===== src/rtl/lcd_pkg.sv =====
// Shared definitions for the 8080-style LCD pixel writer: panel command
// bytes, controller state encoding and the RGB888 -> RGB565 packing.
package lcd_pkg;

   // Panel commands issued at the start of every frame
   localparam logic [7:0] CMD_CASET = 8'h2A;  // column address set
   localparam logic [7:0] CMD_PASET = 8'h2B;  // page (row) address set
   localparam logic [7:0] CMD_RAMWR = 8'h2C;  // memory write

   // The window sequence is 11 words; step 10 is the final RAMWR command
   localparam logic [3:0] LAST_WIN_STEP = 4'd10;

   typedef enum logic [1:0] {
      ST_IDLE    = 2'd0,
      ST_SET_WIN = 2'd1,
      ST_STREAM  = 2'd2,
      ST_FINISH  = 2'd3
   } lcd_state_e;

   // Keep the top 5/6/5 bits of each channel
   function automatic logic [15:0] rgb888_to_565(input logic [23:0] rgb);
      return {rgb[23:19], rgb[15:10], rgb[7:3]};
   endfunction

endpackage


===== src/rtl/pixel_fifo.sv =====
// Single-clock pixel FIFO with registered full/empty flags and a
// synchronous flush used to discard leftovers at the end of a frame.
module pixel_fifo #(
   parameter int DEPTH = 4,
   parameter int WIDTH = 24
) (
   input  logic             i_clk,
   input  logic             i_rst_n,
   input  logic             i_push,
   input  logic [WIDTH-1:0] i_data,
   input  logic             i_pop,
   input  logic             i_flush,
   output logic [WIDTH-1:0] o_data,
   output logic             o_full,
   output logic             o_empty
);

   localparam int AW = (DEPTH > 1) ? $clog2(DEPTH) : 1;
   localparam logic [AW:0] FULL_COUNT = (AW+1)'(DEPTH);

   logic [WIDTH-1:0] r_mem [DEPTH];
   logic [AW-1:0]    r_wr_ptr;
   logic [AW-1:0]    r_rd_ptr;
   logic [AW:0]      r_count;
   logic             r_full;
   logic             r_empty;

   logic             w_do_push;
   logic             w_do_pop;
   logic [AW:0]      w_count_next;

   // Pushes into a full FIFO and pops from an empty one are dropped
   assign w_do_push = i_push && !r_full && !i_flush;
   assign w_do_pop  = i_pop && !r_empty && !i_flush;

   // Occupancy after this cycle's push/pop
   always_comb begin
      w_count_next = r_count;
      case ({w_do_push, w_do_pop})
         2'b10:   w_count_next = r_count + (AW+1)'(1);
         2'b01:   w_count_next = r_count - (AW+1)'(1);
         default: w_count_next = r_count;
      endcase
   end

   // Pointer, occupancy and flag registers
   always_ff @(posedge i_clk or negedge i_rst_n) begin
      // NOTE: clocked state is always assigned with <= so every register samples pre-edge values.
      if (!i_rst_n) begin
         r_wr_ptr <= '0;
         r_rd_ptr <= '0;
         r_count  <= '0;
         r_full   <= 1'b0;
         r_empty  <= 1'b1;
      end else if (i_flush) begin
         r_wr_ptr <= '0;
         r_rd_ptr <= '0;
         r_count  <= '0;
         r_full   <= 1'b0;
         r_empty  <= 1'b1;
      end else begin
         if (w_do_push) r_wr_ptr <= r_wr_ptr + AW'(1);
         if (w_do_pop)  r_rd_ptr <= r_rd_ptr + AW'(1);
         r_count <= w_count_next;
         r_full  <= (w_count_next == FULL_COUNT);
         r_empty <= (w_count_next == '0);
      end
   end

   // Storage write port
   always_ff @(posedge i_clk) begin
      // NOTE: storage has no reset; the empty flag guarantees stale entries are never read.
      if (w_do_push) r_mem[r_wr_ptr] <= i_data;
   end

   assign o_data  = r_mem[r_rd_ptr];
   assign o_full  = r_full;
   assign o_empty = r_empty;

endmodule


===== src/rtl/lcd_pixel_writer.sv =====
// Converts a stream of RGB888 pixels to RGB565 and writes them to an
// 8080-style LCD. Each frame starts with the CASET/PASET/RAMWR window
// sequence, then streams exactly the window's pixel count.
module lcd_pixel_writer
   import lcd_pkg::*;
#(
   parameter int WR_LOW_CYCLES  = 2,
   parameter int WR_HIGH_CYCLES = 2,
   parameter int FIFO_DEPTH     = 4,
   parameter int COORD_W        = 9
) (
   input  logic               CLK,
   input  logic               RESET,
   input  logic               FRAME_START,
   input  logic [COORD_W-1:0] X0,
   input  logic [COORD_W-1:0] X1,
   input  logic [COORD_W-1:0] Y0,
   input  logic [COORD_W-1:0] Y1,
   input  logic [23:0]        PIXEL_IN,
   input  logic               PIXEL_VALID,
   output logic               PIXEL_READY,
   output logic               BUSY,
   output logic               FRAME_DONE,
   output logic               WIN_ERR,
   output logic               LCD_CS_N,
   output logic               LCD_DC,
   output logic               LCD_WR_N,
   output logic               LCD_RD_N,
   output logic [15:0]        LCD_DATA
);

   localparam int WORD_CYCLES = WR_LOW_CYCLES + WR_HIGH_CYCLES;
   localparam int PH_W        = (WORD_CYCLES > 2) ? $clog2(WORD_CYCLES) : 1;
   // One bit beyond 2*COORD_W so a full-range window's count (2^(2*COORD_W)) fits
   localparam int CNT_W       = 2 * COORD_W + 1;

   localparam logic [PH_W-1:0]  PH_LOW_LAST  = PH_W'(WR_LOW_CYCLES - 1);
   localparam logic [PH_W-1:0]  PH_WORD_LAST = PH_W'(WORD_CYCLES - 1);
   localparam logic [COORD_W:0] SPAN_ONE     = (COORD_W+1)'(1);

   lcd_state_e         r_state;
   lcd_state_e         w_state_next;

   logic [COORD_W-1:0] r_x0, r_x1, r_y0, r_y1;
   logic [CNT_W-1:0]   r_pix_cnt;   // pixels still to be popped and written
   logic [CNT_W-1:0]   r_acc_cnt;   // pixels still to be accepted from upstream
   logic [3:0]         r_step;

   logic               r_bus_active;
   logic [PH_W-1:0]    r_phase;
   logic               r_wr_n;
   logic               r_dc;
   logic [15:0]        r_data;
   logic               r_cs_n;
   logic               r_busy;
   logic               r_frame_done;
   logic               r_win_err;

   logic               w_bus_free;
   logic               w_win_ok;
   logic [COORD_W:0]   w_width;
   logic [COORD_W:0]   w_height;
   logic [CNT_W-1:0]   w_frame_pixels;
   logic [15:0]        w_x0_16, w_x1_16, w_y0_16, w_y1_16;
   logic [15:0]        w_set_win_word;
   logic               w_set_win_dc;

   logic               w_start;
   logic [15:0]        w_word;
   logic               w_word_dc;
   logic               w_pop;
   logic               w_flush;
   logic               w_load;
   logic               w_win_err;
   logic               w_ready;
   logic               w_push;
   logic               w_in_frame_next;

   logic [23:0]        w_fifo_dout;
   logic               w_fifo_full;
   logic               w_fifo_empty;

   pixel_fifo #(
      .DEPTH (FIFO_DEPTH),
      .WIDTH (24)
   ) u_fifo (
      .i_clk   (CLK),
      .i_rst_n (RESET),
      .i_push  (w_push),
      .i_data  (PIXEL_IN),
      .i_pop   (w_pop),
      .i_flush (w_flush),
      .o_data  (w_fifo_dout),
      .o_full  (w_fifo_full),
      .o_empty (w_fifo_empty)
   );

   // Window geometry from the inputs sampled with FRAME_START
   assign w_win_ok       = (X1 >= X0) && (Y1 >= Y0);
   assign w_width        = {1'b0, X1} - {1'b0, X0} + SPAN_ONE;
   assign w_height       = {1'b0, Y1} - {1'b0, Y0} + SPAN_ONE;
   assign w_frame_pixels = CNT_W'(w_width) * CNT_W'(w_height);

   assign w_x0_16 = 16'(r_x0);
   assign w_x1_16 = 16'(r_x1);
   assign w_y0_16 = 16'(r_y0);
   assign w_y1_16 = 16'(r_y1);

   // The bus can take a new word when idle or in the last cycle of the current one
   assign w_bus_free = !r_bus_active || (r_phase == PH_WORD_LAST);

   // Upstream is held off outside a frame and once the frame's pixels are all accepted
   assign w_ready = (r_state != ST_IDLE) && !w_fifo_full && (r_acc_cnt != '0);
   assign w_push  = PIXEL_VALID && w_ready;

   // Word and DC for the current step of the window-setting sequence
   always_comb begin
      w_set_win_word = 16'h0000;
      w_set_win_dc   = 1'b1;
      case (r_step)
         4'd0:    begin w_set_win_word = {8'h00, CMD_CASET}; w_set_win_dc = 1'b0; end
         4'd1:    w_set_win_word = {8'h00, w_x0_16[15:8]};
         4'd2:    w_set_win_word = {8'h00, w_x0_16[7:0]};
         4'd3:    w_set_win_word = {8'h00, w_x1_16[15:8]};
         4'd4:    w_set_win_word = {8'h00, w_x1_16[7:0]};
         4'd5:    begin w_set_win_word = {8'h00, CMD_PASET}; w_set_win_dc = 1'b0; end
         4'd6:    w_set_win_word = {8'h00, w_y0_16[15:8]};
         4'd7:    w_set_win_word = {8'h00, w_y0_16[7:0]};
         4'd8:    w_set_win_word = {8'h00, w_y1_16[15:8]};
         4'd9:    w_set_win_word = {8'h00, w_y1_16[7:0]};
         4'd10:   begin w_set_win_word = {8'h00, CMD_RAMWR}; w_set_win_dc = 1'b0; end
         default: w_set_win_word = 16'h0000;
      endcase
   end

   // Controller state register
   always_ff @(posedge CLK or negedge RESET) begin
      if (!RESET) r_state <= ST_IDLE;
      else        r_state <= w_state_next;
   end

   // Next-state logic and per-cycle control strobes
   always_comb begin
      // NOTE: every signal driven here gets a default first, so no path can infer a latch.
      w_state_next = r_state;
      w_start      = 1'b0;
      w_word       = 16'h0000;
      w_word_dc    = 1'b1;
      w_pop        = 1'b0;
      w_flush      = 1'b0;
      w_load       = 1'b0;
      w_win_err    = 1'b0;
      unique case (r_state)
         ST_IDLE: begin
            if (FRAME_START) begin
               if (w_win_ok) begin
                  w_load       = 1'b1;
                  w_state_next = ST_SET_WIN;
               end else begin
                  w_win_err = 1'b1;
               end
            end
         end
         ST_SET_WIN: begin
            if (w_bus_free) begin
               w_start   = 1'b1;
               w_word    = w_set_win_word;
               w_word_dc = w_set_win_dc;
               if (r_step == LAST_WIN_STEP) w_state_next = ST_STREAM;
            end
         end
         ST_STREAM: begin
            if (w_bus_free) begin
               if (r_pix_cnt == '0) begin
                  w_state_next = ST_FINISH;
               end else if (!w_fifo_empty) begin
                  w_pop     = 1'b1;
                  w_start   = 1'b1;
                  w_word    = rgb888_to_565(w_fifo_dout);
                  w_word_dc = 1'b1;
               end
            end
         end
         ST_FINISH: begin
            w_flush      = 1'b1;
            w_state_next = ST_IDLE;
         end
         default: w_state_next = ST_IDLE;
      endcase
   end

   // Frame bookkeeping: latched window, pixel counters and sequence step
   always_ff @(posedge CLK or negedge RESET) begin
      if (!RESET) begin
         r_x0      <= '0;
         r_x1      <= '0;
         r_y0      <= '0;
         r_y1      <= '0;
         r_pix_cnt <= '0;
         r_acc_cnt <= '0;
         r_step    <= '0;
      end else if (w_load) begin
         r_x0      <= X0;
         r_x1      <= X1;
         r_y0      <= Y0;
         r_y1      <= Y1;
         r_pix_cnt <= w_frame_pixels;
         r_acc_cnt <= w_frame_pixels;
         r_step    <= '0;
      end else begin
         if (w_pop)  r_pix_cnt <= r_pix_cnt - CNT_W'(1);
         if (w_push) r_acc_cnt <= r_acc_cnt - CNT_W'(1);
         if (w_start && (r_state == ST_SET_WIN)) r_step <= r_step + 4'd1;
      end
   end

   // Bus write primitive: data/DC launched with WR_N low, WR_N rises after the low phase
   always_ff @(posedge CLK or negedge RESET) begin
      if (!RESET) begin
         r_bus_active <= 1'b0;
         r_phase      <= '0;
         r_wr_n       <= 1'b1;
         r_dc         <= 1'b1;
         r_data       <= 16'h0000;
      end else if (w_start) begin
         r_bus_active <= 1'b1;
         r_phase      <= '0;
         r_wr_n       <= 1'b0;
         r_dc         <= w_word_dc;
         r_data       <= w_word;
      end else if (r_bus_active) begin
         if (r_phase == PH_WORD_LAST) begin
            r_bus_active <= 1'b0;
            r_phase      <= '0;
         end else begin
            r_phase <= r_phase + PH_W'(1);
         end
         if (r_phase == PH_LOW_LAST) r_wr_n <= 1'b1;
      end
   end

   assign w_in_frame_next = (w_state_next == ST_SET_WIN) || (w_state_next == ST_STREAM);

   // Registered frame status so CS_N, BUSY and the pulses are glitch-free
   always_ff @(posedge CLK or negedge RESET) begin
      if (!RESET) begin
         r_cs_n       <= 1'b1;
         r_busy       <= 1'b0;
         r_frame_done <= 1'b0;
         r_win_err    <= 1'b0;
      end else begin
         r_cs_n       <= !w_in_frame_next;
         r_busy       <= w_in_frame_next;
         r_frame_done <= (w_state_next == ST_FINISH);
         r_win_err    <= w_win_err;
      end
   end

   assign PIXEL_READY = w_ready;
   assign BUSY        = r_busy;
   assign FRAME_DONE  = r_frame_done;
   assign WIN_ERR     = r_win_err;
   assign LCD_CS_N    = r_cs_n;
   assign LCD_DC      = r_dc;
   assign LCD_WR_N    = r_wr_n;
   assign LCD_RD_N    = 1'b1;
   assign LCD_DATA    = r_data;

endmodule


===== config.mk =====
export PLATFORM = sky130hd
export DESIGN_NAME = lcd_pixel_writer
export DESIGN_NICKNAME = d
export VERILOG_FILES = /design/src/rtl/lcd_pkg.sv /design/src/rtl/pixel_fifo.sv /design/src/rtl/lcd_pixel_writer.sv
export SDC_FILE = /design/constraint.sdc
export NUM_CORES = 1
export LEC_CHECK = 0
export ABC_AREA = 1
export CORE_MARGIN = 3
export CORE_UTILIZATION = 40
export CTS_CLUSTER_SIZE = 10
export DETAILED_ROUTE_END_ITERATION = 7
export GPL_TIMING_DRIVEN = 0
export SLEW_MARGIN = 20
export SYNTH_ARGS = -nofsm -noshare
export SYNTH_HDL_FRONTEND = slang
export SYNTH_SLANG_ARGS = --single-unit

===== constraint.sdc =====
create_clock -name CLK -period 5.2 [get_ports CLK]
set_input_delay 1.04 -clock CLK [delete_from_list [all_inputs] [get_ports CLK]]
set_output_delay 1.04 -clock CLK [all_outputs]
set_load 0.1 [all_outputs]

==> flow_summary_export.csv, run 1 <==
group,metric,value,unit
logic_synthesis,muxShareOfSynthArea,0.00160,
timing,maxSlewViolCount,0,
grt,grtUsageTotal,0.217,
worst_setup_path,r2r_setup_slack,1.97,ns
layout,drive_above_1_share,0.270,
logic_synthesis,syn_inst,1567,
worst_setup_path,critPathMaxStageDelay,0.61,ns
grt,met1_usage,0.285,
floorplan,start_util,0.407,
logic_synthesis,synth_area,0.0133,sq mm
timing,setup_violations,26,
cts,cts_sinks,178,
layout,diodes,0,
logic_synthesis,ys_seq_area_frac,0.360,
cts,root_buffer,"clkbuf_16",
timing,setup_ws,-1.26,ns
logic_synthesis,synth_top_area_share,0.208,
worst_setup_path,reg2reg_to,"u_fifo.o_empty",
timing,worst_pin_slew,0.986,ns
detailed_routing,vias_per_cell,5.07,
logic_synthesis,synth_xor_area_frac,0.0295,
place,portBuffers,78,
place,dp_hpwl,26900,um
grt,antenna_found_initial,0,
timing,fin_skew,0.00832,ns
detailed_routing,drt_iter0_drc,726,
cts,cts.clk_slew.worst_paths,0.07,ns
grt,gr-usage-met2,0.348,
floorplan,die_x,188,um
worst_setup_path,reg2regPathDepth,15,
logic_synthesis,syn_avg_cell_area,8.46,sq um
timing,tns,-28.58,ns
detailed_routing,ant_nets,0,
detailed_routing,wl,37900,um
outcome,outcome,"finished, violations left",
worst_setup_path,cp_common_cell,"fa_1",
floorplan,die-area,0.0354,sq mm
place,dp.cells,2092,
hold_path,hp-class,"reg -> reg",
floorplan,dieHeight,188,um
layout,fin_nets,2033,
worst_setup_path,worst_setup_path_start_kind,"input port",
logic_synthesis,synthFlopType,"dfrtp_1",
cts,ctsHoldBuffers,0,
timing,rsz0062_at_grt,"true",
worst_setup_path,worst_path_max_delay_cell,"fa_2",
layout,fillers,2870,
grt,grt_use_met3,0.0411,
worst_setup_path,cp-end-kind,"register",
worst_setup_path,cp.arrival,6.84,ns
hold_path,hold_start,"LCD_DC",
grt,top_usage_layer,"met2",
logic_synthesis,synth-simple-area-share,0.195,
timing,period_needed,6.46,ns
worst_setup_path,required,5.58,ns
cts,clock_latency,0.44,ns
layout,most-common-layout-cells,"nand2_1 (259), inv_1 (203), nor2_1 (149)",
layout,syn2layout_area_growth,32.3,%
logic_synthesis,postSynthNetCount,1812,
logic_synthesis,synth_cell_types,63,
floorplan,coreArea,0.0326,sq mm
cts,clock_path_buffers,2,
timing,hold_viol_final,0,
place,postPlaceCellArea,0.0150,sq mm
hold_path,worstHoldEndpoint,"LCD_DC",
logic_synthesis,synth.area.top_cells,"dfrtp_1 (21%), edfxtp_1 (14%), fa_1 (11%)",
worst_setup_path,worstReg2RegStart,"r_pix_cnt[8]",
logic_synthesis,async_flop_share,0.640,
logic_synthesis,synth_warnings,0,
detailed_routing,via_count,11400,
timing,fin_crit_sh,1.24,
grt,grt_first_pass_wirelength,60900,um
flow_run,cap_violations,0,
detailed_routing,routedWlPerCell,16.9,um
outcome,violations,"setup timing",
floorplan,ios,88,
logic_synthesis,synth_compound_area_frac,0.107,
place,place_congestion,0.879,
hold_path,min_path_cells,2,
logic_synthesis,yosysTopAreaCell,"dfrtp_1",
grt,grt_pass1_vias,11500,
logic_synthesis,synth-edff-count,64,
floorplan,rows,66,
worst_setup_path,crit_path_max_fanout,4,
timing,timing.hold.ws,0.474,ns
detailed_routing,post-route-drc-count,0,
layout,fin_area,0.0175,sq mm
timing,relSlewSlack,0.340,
cts,h-tree-depth,4,
timing,fmax,155,MHz
cts,cts_tree,"built",
cts,cts_made_buffers,17,
layout,final_common_cell,"nand2_1",
grt,grt-ovfl-total,0,
detailed_routing,dr.pass1.iters,5,
logic_synthesis,synth_adder_area_share,0.210,
logic_synthesis,ys_ff_latch,178,
worst_setup_path,crit_type,"in -> reg",
grt,grt_max_degree,65,
layout,fin_cells,2243,
logic_synthesis,synth_top_family_by_area,"adder cells",
per-stage QoR:
step,worst slack (ns),utilization
2_1_floorplan,-1.16,-
3_3_place_gp,-2.66,0.458
3_5_place_dp,-2.75,0.461
4_1_cts,-1.18,0.523
5_1_grt,-1.49,0.538
6_report,-1.26,0.538
synthesized netlist by cell type (26+ instances only):
| cell type | n |
|---|---|
| a21oi_1 | 66 |
| dfrtp_1 | 110 |
| edfxtp_1 | 64 |
| fa_1 | 70 |
| ha_1 | 111 |
| inv_1 | 259 |
| nand2_1 | 310 |
| nand3_1 | 61 |
| nor2_1 | 169 |
| o21ai_0 | 83 |
| o21ai_1 | 39 |
| xor2_1 | 26 |
registers in the layout (all words and copies together) (netlist names), 2 cells and up:
register and count:
LCD_DATA 16, r_acc_cnt 19, r_phase 2, r_pix_cnt 19, r_state 2, r_step 4
r_x0 9, r_x1 9, r_y0 9, r_y1 9, u_fifo.r_count 3, u_fifo.r_mem 64
u_fifo.r_rd_ptr 2, u_fifo.r_wr_ptr 2
how the worst max path moves through the flow:
stage                     start            end  slack [ns]  depth (start not counted)
final                     X1[4]  r_acc_cnt[12]       -1.26                         30
after global routing      X0[1]  r_pix_cnt[12]       -1.49                         33
after CTS                 X0[3]  r_acc_cnt[17]       -1.18                         33
after detailed placement  X1[5]  r_pix_cnt[18]       -2.75                         29
after global placement    X1[5]  r_acc_cnt[18]       -2.66                         29
after floorplan           X0[3]  r_pix_cnt[11]       -1.16                         32
routing by layer:
| metal | part of all wire | vias up |
|---|---|---|
| met5 | 0 | - |
| met3 | 0.052 | 92 |
| met4 | 0.039 | 0 |
| li1 | - | 5475 |
| met1 | 0.43 | 5485 |
| met2 | 0.48 | 331 |
what timing repair did:
| action | CTS | global route |
|---|---|---|
| resized for setup | 258 | 108 |
| setup buffers | 109 | 22 |
| pin swaps | 128 | 86 |
| endpoints found under the setup margin | 28 | 29 |
| cloned | 0 | 0 |
worst max-delay path, delay by kind of cell:
kind / cells / cell delay [ns]
buffers and inverters: 8 / 0.71
and+or+nand+nor: 10 / 0.84
xor gates and xnor gates: 2 / 0.34
adders and majority gates: 7 / 3.42
AOI/OAI and AO/OA: 3 / 0.49
kinds of logic (layout without fill, tap and decap cells):
logic type      Yosys count  count (layout)
simple gates            610             610
mux                       2               2
flops                   178             178
xor+xnor                 43              43
fa+ha+maj               181             181
compound gates          248             248
buf+inv                 304             538
other cells               1               1
area by class of cell:
| class | count | area, sq um | share of cell area |
|---|---|---|---|
| buffer | 36 | 256 | 0.0146 |
| clock buffer | 19 | 443 | 0.0252 |
| clock inverter | 13 | 144 | 0.00820 |
| inverter | 268 | 1060 | 0.0605 |
| multi-input combinational | 1085 | 8530 | 0.486 |
| sequential | 178 | 4780 | 0.272 |
| tap | 442 | 553 | 0.0315 |
| timing repair buffer | 202 | 1780 | 0.101 |
Power of run 1 is left out: the tool's default activity adds up to more than one toggle a clock period on the data nets, which glitch-free logic cannot reach.
==> run 2, diff against run 1 <==
==> constraint.sdc (replaced) <==
create_clock -name CLK -period 5.95 [get_ports CLK]
set_input_delay 0.8925 -clock CLK [delete_from_list [all_inputs] [get_ports CLK]]
set_output_delay 0.8925 -clock CLK [all_outputs]
set_load 0.1 [all_outputs]
==> flow_summary_export.csv, run 2 (synthesized netlist as in run 1, its figures left out) <==
group,metric,value,unit
outcome,outcome,"finished, violations left",
outcome,violations,"setup timing",
floorplan,coreArea,0.0326,sq mm
cts,h-tree-depth,4,
layout,fillers,2911,
worst_setup_path,worst_path_max_delay_cell,"fa_1",
detailed_routing,dr.pass1.iters,6,
layout,reg.largest.list,"u_fifo.r_mem x64, r_acc_cnt x19, r_pix_cnt x19",
cts,ctsHoldBuffers,0,
layout,drive_above_1_share,0.244,
timing,rsz0062_at_grt,"true",
floorplan,rows,66,
worst_setup_path,cp-end-kind,"register",
worst_setup_path,cp_top_family,"adder cells",
layout,final_core_util,0.528,
floorplan,start_util,0.407,
worst_setup_path,cp.buffers_inverters,10,
grt,grtUsageTotal,0.216,
worst_setup_path,crit_path_max_fanout,4,
timing,fmax,156,MHz
timing,setup_violations,20,
layout,diodes,0,
worst_setup_path,crit_type,"in -> reg",
flow_run,cap_violations,0,
hold_path,hp-class,"in -> async",
floorplan,ios,88,
floorplan,die-area,0.0354,sq mm
cts,cts_sinks,178,
cts,cts_made_buffers,17,
timing,worst_pin_slew,0.989,ns
cts,clock_latency,0.44,ns
layout,largest_reg_flops,64,
floorplan,die_x,188,um
grt,grt-ovfl-total,0,
layout,syn2layout_area_growth,29.8,%
detailed_routing,drt_iter0_drc,756,
detailed_routing,wl,37500,um
timing,setup_ws,-0.481,ns
timing,hold_viol_final,0,
layout,fin_nets,2027,
worst_setup_path,cp.arrival,6.78,ns
cts,cts_tree,"built",
timing,fin_crit_sh,1.08,
detailed_routing,post-route-drc-count,0,
cts,root_buffer,"clkbuf_16",
place,dp_hpwl,27100,um
grt,grt_first_pass_wirelength,60900,um
worst_setup_path,required,6.30,ns
detailed_routing,ant_nets,0,
timing,fin_skew,0.0122,ns
place,place_congestion,0.863,
timing,relSlewSlack,0.339,
timing,timing.hold.ws,0.397,ns
detailed_routing,vias_per_cell,5.04,
place,portBuffers,78,
detailed_routing,routedWlPerCell,16.8,um
timing,tns,-7.05,ns
grt,antenna_found_initial,0,
cts,clock_path_buffers,2,
floorplan,dieHeight,188,um
layout,final_common_cell,"nand2_1",
worst_setup_path,worst_setup_path_start_kind,"input port",
layout,most-common-layout-cells,"nand2_1 (274), inv_1 (207), nor2_1 (151)",
grt,grt_max_degree,66,
timing,period_needed,6.43,ns
worst_setup_path,critPathMaxStageDelay,0.59,ns
timing,maxSlewViolCount,0,
detailed_routing,via_count,11300,
grt,grt_pass1_vias,11300,
cts,cts.clk_slew.worst_paths,0.07,ns
layout,regMostFlops,"u_fifo.r_mem",
worst_setup_path,cp_common_cell,"fa_1",
==> run 2: cell types whose count changed in the layout (fill, tap and decap cells not counted), sizes merged <==
cell	previous run	this run
buf	161	154
clkinvlp	2	0
clkdlybuf4s15	4	8
dlygate4sd2	17	16
clkbuf	34	31
inv	271	274
==> run 2: metal layers <==
metal	part of all wire	up-vias	wire (um)	GRT usage
met1	0.45	5472	16900	0.293
met3	0.043	60	1620	0.0340
met4	0.027	0	1010	0.0739
met2	0.48	279	18000	0.354
met5	0	-	0	0
li1	-	5474	-	-
==> run 2: repair_timing <==
action,4_1_cts,5_1_grt
buffers inserted,109,9
setup endpoints to repair,26,25
pin swaps,115,56
resized for setup,227,63
==> run 2: cell type report <==
class | instances | area, sq um | area share
timing repair buffer | 196 | 1710 | 0.0995
buffer | 36 | 256 | 0.0149
inverter | 268 | 1050 | 0.0607
multi-input combinational | 1085 | 8260 | 0.480
sequential | 178 | 4780 | 0.278
tap | 442 | 553 | 0.0321
clock buffer | 18 | 450 | 0.0262
clock inverter | 14 | 158 | 0.00916
==> run 2: final timing paths <==
path / slack [ns] / from / cells past startpoint / to
hold / removal: 0.40 / RESET / 1 / r_y1[3]
setup reg to reg: 2.69 / r_pix_cnt[8] / 15 / u_fifo.o_empty
max in group asynchronous: 4.81 / RESET / 2 / LCD_CS_N
min in group CLK: 0.47 / LCD_DC / 2 / LCD_DC
hold reg to reg: 0.47 / LCD_DC / 2 / LCD_DC
setup / recovery: -0.48 / X0[3] / 30 / r_pix_cnt[10]
==> run 2: per-stage QoR <==
stage               cells  area [sq um]  setup WS, ns
CTS                  2233         17000        -0.337
floorplan            1567         13600        -0.258
global route         2237         17200        -0.675
finish               2237         17200        -0.481
detailed placement   2092         15000         -1.74
global placement     2087         14900         -1.75
Power of run 2 is left out for the same reason.
